--- src/rtl/fetch_ctrl.sv ---
// Fetch-stage sequencer: owns the PC, issues one outstanding memory request at a time,
// and hands instructions to decode. Optional perf counters are enabled by FETCH_CTRL_PERF_EN.
//
// state | meaning
// IDLE  | fetch disabled, no request outstanding
// REQ   | mem_req asserted, waiting for mem_gnt
// WAIT  | request granted, waiting for mem_rvalid (kill marks a stale response)
// HOLD  | instruction presented to decode, waiting for instr_ready
module fetch_ctrl #(
  parameter int unsigned          DATA_WIDTH = 32,
  parameter logic [DATA_WIDTH-1:0] RESET_PC  = '0
) (
  input  logic                  clk,
  input  logic                  rst,
  input  logic                  trigger,
  input  logic                  redirect_valid,
  input  logic [DATA_WIDTH-1:0] redirect_pc,
  output logic                  mem_req,
  output logic [DATA_WIDTH-1:0] mem_addr,
  input  logic                  mem_gnt,
  input  logic                  mem_rvalid,
  input  logic [DATA_WIDTH-1:0] mem_rdata,
  output logic                  instr_valid,
  input  logic                  instr_ready,
  output logic [DATA_WIDTH-1:0] instr,
  output logic [DATA_WIDTH-1:0] instr_pc,
`ifdef FETCH_CTRL_PERF_EN
  output logic [31:0]           perf_fetched,
  output logic [31:0]           perf_killed,
`endif
  output logic [DATA_WIDTH-1:0] instr_pc4
);

  typedef enum logic [1:0] {
    IDLE = 2'd0,
    REQ  = 2'd1,
    WAIT = 2'd2,
    HOLD = 2'd3
  } state_t;

  localparam logic [DATA_WIDTH-1:0] PC_STEP = DATA_WIDTH'(4);

  state_t                state_q, state_d;
  logic [DATA_WIDTH-1:0] pc_q, pc_d;
  logic                  kill_q, kill_d;
  logic [DATA_WIDTH-1:0] instr_q, instr_d;
  logic [DATA_WIDTH-1:0] instr_pc_q, instr_pc_d;
  logic                  fetched_evt;
  logic                  killed_evt;

  always_ff @(posedge clk or posedge rst) begin
    if (rst) begin
      state_q    <= IDLE;
      pc_q       <= RESET_PC;
      kill_q     <= 1'b0;
      instr_q    <= '0;
      instr_pc_q <= RESET_PC;
    end else begin
      state_q    <= state_d;
      pc_q       <= pc_d;
      kill_q     <= kill_d;
      instr_q    <= instr_d;
      instr_pc_q <= instr_pc_d;
    end
  end

  always_comb begin
    state_d     = state_q;
    pc_d        = pc_q;
    kill_d      = kill_q;
    instr_d     = instr_q;
    instr_pc_d  = instr_pc_q;
    fetched_evt = 1'b0;
    killed_evt  = 1'b0;

    unique case (state_q)
      IDLE: begin
        if (redirect_valid) pc_d = redirect_pc;
        if (trigger) state_d = REQ;
      end
      REQ: begin
        if (redirect_valid) pc_d = redirect_pc;
        if (mem_gnt) begin
          state_d = WAIT;
          // granted fetch targets the old PC, so its response must be dropped
          if (redirect_valid) kill_d = 1'b1;
        end
      end
      WAIT: begin
        if (mem_rvalid) begin
          if (kill_q || redirect_valid) begin
            killed_evt = 1'b1;
            kill_d     = 1'b0;
            if (redirect_valid) pc_d = redirect_pc;
            state_d    = trigger ? REQ : IDLE;
          end else begin
            instr_d    = mem_rdata;
            instr_pc_d = pc_q;
            state_d    = HOLD;
          end
        end else if (redirect_valid) begin
          pc_d   = redirect_pc;
          kill_d = 1'b1;
        end
      end
      HOLD: begin
        if (redirect_valid) begin
          pc_d    = redirect_pc;
          state_d = trigger ? REQ : IDLE;
        end else if (instr_ready) begin
          fetched_evt = 1'b1;
          pc_d        = pc_q + PC_STEP;
          state_d     = trigger ? REQ : IDLE;
        end
      end
      default: state_d = IDLE;
    endcase
  end

`ifdef FETCH_CTRL_PERF_EN
  logic [31:0] perf_fetched_q, perf_fetched_d;
  logic [31:0] perf_killed_q, perf_killed_d;

  always_comb begin
    perf_fetched_d = perf_fetched_q + {31'd0, fetched_evt};
    perf_killed_d  = perf_killed_q + {31'd0, killed_evt};
  end

  always_ff @(posedge clk or posedge rst) begin
    if (rst) begin
      perf_fetched_q <= '0;
      perf_killed_q  <= '0;
    end else begin
      perf_fetched_q <= perf_fetched_d;
      perf_killed_q  <= perf_killed_d;
    end
  end

  assign perf_fetched = perf_fetched_q;
  assign perf_killed  = perf_killed_q;
`else
  logic unused_evt;
  assign unused_evt = fetched_evt ^ killed_evt;
`endif

  assign mem_req     = (state_q == REQ);
  assign mem_addr    = pc_q;
  assign instr_valid = (state_q == HOLD);
  assign instr       = instr_q;
  assign instr_pc    = instr_pc_q;
  assign instr_pc4   = instr_pc_q + PC_STEP;

endmodule

--- config.mk ---
export PLATFORM = sky130hd
export DESIGN_NAME = fetch_ctrl
export DESIGN_NICKNAME = d
export VERILOG_FILES = /design/src/rtl/fetch_ctrl.sv
export SDC_FILE = /design/constraint.sdc
export NUM_CORES = 1
export LEC_CHECK = 0
export CORE_AREA = 2 2 112 114
export CTS_BUF_LIST = sky130_fd_sc_hd__clkbuf_16
export DETAILED_ROUTE_END_ITERATION = 12
export DIE_AREA = 0 0 114 116
export GPL_ROUTABILITY_DRIVEN = 0
export MAX_ROUTING_LAYER = met4
export PLACE_DENSITY = 0.82
export SYNTH_ARGS = -nofsm -noshare
export SYNTH_HDL_FRONTEND = slang
export SYNTH_SLANG_ARGS = --single-unit
export TNS_END_PERCENT = 20
--- constraint.sdc ---
create_clock -name clk -period 3.9 [get_ports clk]
set_input_delay 0.39 -clock clk [delete_from_list [all_inputs] [get_ports clk]]
set_output_delay 0.39 -clock clk [all_outputs]
set_load 0.005 [all_outputs]
==> impl_metrics.yaml, run 1 <==
synthesis:
  syn_nets: 558
  yosysWarnings: 0
  synth_cell_types: 58
  synthFlopType: "dfrtp_1"
  synth_edf_count: 0
  synth-seq-area-share: 0.480
  synth_area_um2: 5160
  synthCells: 485
  synth-async-reset-ratio: 1.00
  avgSynthCellArea_um2: 10.6
  synth.ff_latch_count: 99
setup_path:
  crit_fanout: 9
  r2r-start: "mem_addr[2]$_DFFE_PP0P_"
  required_ns: 3.51
  r2r-end: "mem_addr[16]$_DFFE_PP0P_"
  critPathKind: "reg2out"
  reg2reg_slack_ns: 1.43
  rr_worst_depth: 5
  critPathLaunchType: "register"
  end_kind: "output port"
  arrival_ns: 2.73
floorplan:
  ios: 201
  dieHeight_um: 116
  dieArea_um2: 13200
  die_x_um: 114
  rows: 40
  start_util: 0.434
  core_um2: 11900
sta:
  finalClockSkew_ns: 0.00653
  rsz0062_at_grt: "no"
  drv_slew: 0
  slew_headroom: 0.167
  timing.final.crit_share: 0.799
  setup_violations: 0
  tightest_slew_ns: 1.24
  hold_viol: 0
  max_freq_ghz: 0.321
  fin_crit_ns: 3.12
  fin_tns_setup_ns: 0
cells_and_area:
  synthToLayoutAreaGrowth_pct: 45.8
  drive_gt1_frac: 0.141
  final_cell_mix: "200 x clkdlybuf4s50_1, 99 x dfrtp_1, 65 x mux2_2"
  antenna_cells: 0
  final_common_cell: "clkdlybuf4s50_1"
  post-route-util: 0.632
  layout.nets: 745
detailed_routing:
  wire_per_inst_um: 17.8
  drc: 0
  viasPerCell: 5.81
  first_pass_iters: 7
  drtAntennaViolNets: 0
  vias: 4783
  wl_um: 14700
  drt-initial-drc-count: 429
clocking:
  htreeDepth: 3
  cts_tree: "done"
  cts_resized: 0
  cts.sinks: 99
  insertion_delay_ns: 0.34
  clk_pin_slew_worst_paths_ns: 0.07
  post_cts_buffers: 0
  hold_buffers: 0
  cts_made_buffers: 9
  cts-root-buf: "clkbuf_16"
  max-clock-path-buffers: 2
global_route:
  first_global_vias: 4678
  grt_usage: 0.229
  grt-ovfl-total: 0
  antenna_found_initial: 0
  grt_max_degree: 66
  grt_pass1_wl_um: 23500
power:
  power.switching_mw: 1.43
  seq_power_share: 0.400
  share_comb_of_total_power: 0.414
  power_density_nw_per_um2: 610
  ir_drop_mv: 0.282
  p_int_mw: 3.16
  power.share.switching: 0.311
  power.leakage_nw: 3.00
  p_clk_frac: 0.186
run_status:
  status: "finished, final reports clean"
hold_path:
  hp-class: "in2async"
job:
  drv_cap: 0
placement:
  portBuffers: 200
  hpwl_um: 10900
## routing by layer
layer	share of wire	GRT usage	wire length, um
met3	0.077	0.0533	1130
met5	0	-	0
met2	0.49	0.368	7110
met1	0.42	0.287	6140
met4	0.019	0.0764	273
## power groups by stage
| stage | registers, mW | clock network (mW) | logic [mW] |
|---|---|---|---|
| after global routing | 1.90 | 0.914 | 2.05 |
| after global placement | 1.81 | 0 | 1.87 |
| after floorplan | 1.74 | 0 | 0.735 |
| final | 1.84 | 0.854 | 1.90 |
| after CTS | 1.83 | 0.874 | 1.93 |
| after detailed placement | 1.84 | 0 | 1.91 |
## flip-flops by register name (all words and copies together) (netlist names)
signal	flops
instr_pc	32
instr	32
state_q	2
kill_q	1
mem_addr	32
## per-stage QoR
| step | hold slack (ns) | instance area, um^2 | cells | setup WS, ns | power [mW] |
|---|---|---|---|---|---|
| after floorplan | 0.505 | 5160 | 485 | 0.920 | 2.48 |
| after global placement | 0.489 | 7250 | 808 | 1.13 | 3.68 |
| after detailed placement | 0.496 | 7250 | 808 | 1.04 | 3.76 |
| after CTS | 0.447 | 7530 | 823 | 0.759 | 4.63 |
| after global routing | 0.490 | 7530 | 823 | 0.595 | 4.87 |
| final | 0.434 | 7530 | 823 | 0.783 | 4.59 |
## how the worst max path moves through the flow
| stage | from | end | slack, ns | depth (start not counted) |
|---|---|---|---|---|
| final | instr_pc[4]$_DFFE_PP0P_ | instr_pc4[31] | 0.78 | 5 |
| after global routing | instr_pc[4]$_DFFE_PP0P_ | instr_pc4[31] | 0.60 | 5 |
| after global placement | instr_ready | mem_addr[16]$_DFFE_PP0P_ | 1.13 | 5 |
| after detailed placement | instr_ready | mem_addr[16]$_DFFE_PP0P_ | 1.04 | 5 |
| after floorplan | rst | instr[0]$_DFFE_PP0P_ | 0.92 | 1 |
| after CTS | instr_pc[4]$_DFFE_PP0P_ | instr_pc4[31] | 0.76 | 5 |
## logic make-up after synthesis
group	share of synthesized area
DFF	0.480
adders and majority gates	0.00484
and+or+nand+nor	0.182
xor gates and xnor gates	0.0526
AOI/OAI and AO/OA	0.103
buffers and inverters	0.0342
muxes	0.144
## cells in the mapped netlist, types with 2 or more instances
| cell | n | area [um^2] |
|---|---|---|
| nand3_1 | 25 | 125 |
| xor2_1 | 11 | 96.3 |
| a31oi_1 | 12 | 75.1 |
| nor3_1 | 11 | 55.1 |
| ha_1 | 2 | 25.0 |
| o21ai_0 | 9 | 45.0 |
| o41ai_1 | 4 | 35.0 |
| a21oi_1 | 17 | 85.1 |
| nand2_1 | 35 | 131 |
| nand2b_1 | 4 | 25.0 |
| o22ai_1 | 5 | 31.3 |
| buf_6 | 2 | 22.5 |
| o32a_1 | 3 | 30.0 |
| nor2b_1 | 4 | 25.0 |
| and2_1 | 3 | 18.8 |
| a22oi_1 | 3 | 22.5 |
| buf_4 | 2 | 15.0 |
| and3_1 | 11 | 68.8 |
| and4_1 | 6 | 52.6 |
| a311oi_1 | 2 | 17.5 |
| or4_1 | 6 | 45.0 |
| dfrtp_1 | 99 | 2480 |
| xnor2_1 | 20 | 175 |
| buf_2 | 5 | 25.0 |
| inv_1 | 5 | 18.8 |
| mux2_2 | 65 | 732 |
| a41oi_1 | 6 | 52.6 |
| o31ai_1 | 7 | 52.6 |
| nor2_1 | 29 | 109 |
| nand4_1 | 17 | 106 |
| or3_2 | 3 | 22.5 |
| nand3b_1 | 2 | 15.0 |
| or2_2 | 2 | 12.5 |
| nor4_1 | 7 | 43.8 |
| o22a_1 | 2 | 17.5 |
| clkbuf_1 | 17 | 63.8 |
## area by class of cell
class / count / area (um^2)
clock inverters: 6 / 57.6
clock buffers: 9 / 225
well taps: 147 / 184
inverters: 6 / 25.0
fillers: 955 / 4380
flip-flops and latches: 99 / 2480
repair buffers: 206 / 2050
multi-input cells: 350 / 2510
## critical path, cell delays in order, from the launching register on
cell and delay (ns):
dfrtp_1 0.43, and4_1 0.30, nand4_1 0.38, or4_1 0.62
xnor2_1 0.15, clkdlybuf4s50_1 0.52
Power figures use the tool's default switching activity.
==> run 2, diff against run 1 <==
==> constraint.sdc (replaced) <==
create_clock -name clk -period 3.16 [get_ports clk]
set_input_delay 0.316 -clock clk [delete_from_list [all_inputs] [get_ports clk]]
set_output_delay 0.316 -clock clk [all_outputs]
set_load 0.005 [all_outputs]
==> impl_metrics.yaml, run 2 (synthesis gave the netlist of run 1 again) <==
run_status:
  status: "finished, final reports clean"
cells_and_area:
  n_fill_cell: 947
  final_cell_mix: "200 x clkdlybuf4s50_1, 99 x dfrtp_1, 65 x mux2_2"
  layout.nets: 751
  final_common_cell: "clkdlybuf4s50_1"
  stdcell_area_um2: 7620
  drive_gt1_frac: 0.150
  antenna_cells: 0
  multi_input_area_um2: 2510
  register_area_um2: 2480
  synthToLayoutAreaGrowth_pct: 47.6
sta:
  rsz0062_at_grt: "no"
  hold_viol: 0
  fin_tns_setup_ns: 0
  setup_violations: 0
  fin_crit_ns: 2.91
  drv_slew: 0
  slew_headroom: 0.451
  finalClockSkew_ns: 0.00826
  max_freq_ghz: 0.344
  timing.final.crit_share: 0.920
  tightest_slew_ns: 0.824
clocking:
  hold_buffers: 0
  post_cts_buffers: 0
  cts-root-buf: "clkbuf_16"
  cts.sinks: 99
  max-clock-path-buffers: 2
  insertion_delay_ns: 0.34
  clk_pin_slew_worst_paths_ns: 0.07
  cts_resized: 0
  cts_tree: "done"
  cts_made_buffers: 9
  htreeDepth: 3
detailed_routing:
  drc: 0
  drtAntennaViolNets: 0
  wl_um: 15000
  vias: 4834
  drt-initial-drc-count: 516
  first_pass_iters: 6
  wire_per_inst_um: 18.1
  viasPerCell: 5.83
floorplan:
  ios: 201
  rows: 40
  dieHeight_um: 116
  dieArea_um2: 13200
  core_um2: 11900
  start_util: 0.434
  die_x_um: 114
placement:
  portBuffers: 200
  hpwl_um: 11100
  placed_cell_area_um2: 7300
power:
  power.leakage_nw: 3.05
  power_density_nw_per_um2: 759
  ir_drop_mv: 0.354
hold_path:
  hp-class: "in2async"
global_route:
  grt_max_degree: 66
  grt_pass1_wl_um: 23600
  grt_usage: 0.232
  first_global_vias: 4757
  grt-ovfl-total: 0
  antenna_found_initial: 0
setup_path:
  crit_fanout: 8
  critPathKind: "reg2out"
  end_kind: "output port"
  critPathLaunchType: "register"
  required_ns: 2.84
  arrival_ns: 2.59
job:
  drv_cap: 0
[run 2: cell type report]
| cell class | instances | area share |
|---|---|---|
| clock buffer | 9 | 0.0295 |
| clock inverter | 6 | 0.0107 |
| inverter | 6 | 0.00328 |
| multi-input combinational | 350 | 0.330 |
| sequential | 99 | 0.325 |
| tap | 147 | 0.0241 |
| timing repair buffer | 212 | 0.278 |
[run 2: metal layers]
layer  wire (um)  track usage
met5           0            -
met4         414       0.0902
met3        1210       0.0497
met2        7240        0.370
met1        6110        0.291
[run 2: path summary, 6_finish.rpt]
path	end	startpoint	cells past startpoint	slack (ns)
setup / recovery	instr_pc4[30]	instr_pc[3]$_DFFE_PP0P_	7	0.25
hold / removal	instr[4]$_DFFE_PP0P_	rst	2	0.49
setup reg to reg	mem_addr[16]$_DFFE_PP0P_	mem_addr[3]$_DFFE_PP0P_	5	0.72
hold reg to reg	instr[8]$_DFFE_PP0P_	instr[8]$_DFFE_PP0P_	1	0.51
max in group asynchronous	instr_pc[21]$_DFFE_PP0P_	rst	3	1.96
min in group clk	instr[8]$_DFFE_PP0P_	instr[8]$_DFFE_PP0P_	1	0.51
[run 2: worst max-delay path: stages (launching register included)]
cell             delay, ns
dfrtp_1               0.41
ha_1                  0.22
nand3_1               0.20
nor4_1                0.31
buf_4                 0.23
nand4_1               0.13
xnor2_1               0.21
clkdlybuf4s50_1       0.54
[run 2: where the power goes]
| part | internal, mW | switching, mW | leakage (nW) |
|---|---|---|---|
| combinational | 1.61 | 0.766 | 1.67 |
| sequential | 1.70 | 0.568 | 1.22 |
| clock | 0.685 | 0.456 | 0.155 |
| total | 4.00 | 1.79 | 3.05 |
[run 2: metrics by stage]
step	power [mW]	worst slack (ns)	utilization	hold WS, ns	cells
after global placement	4.56	0.511	0.613	0.489	812
final	5.79	0.252	0.640	0.491	829
after CTS	5.83	0.0822	0.639	0.511	827
after floorplan	3.06	0.254	-	0.437	485
after global routing	6.13	0.103	0.640	0.517	829
after detailed placement	4.66	0.456	0.613	0.498	812
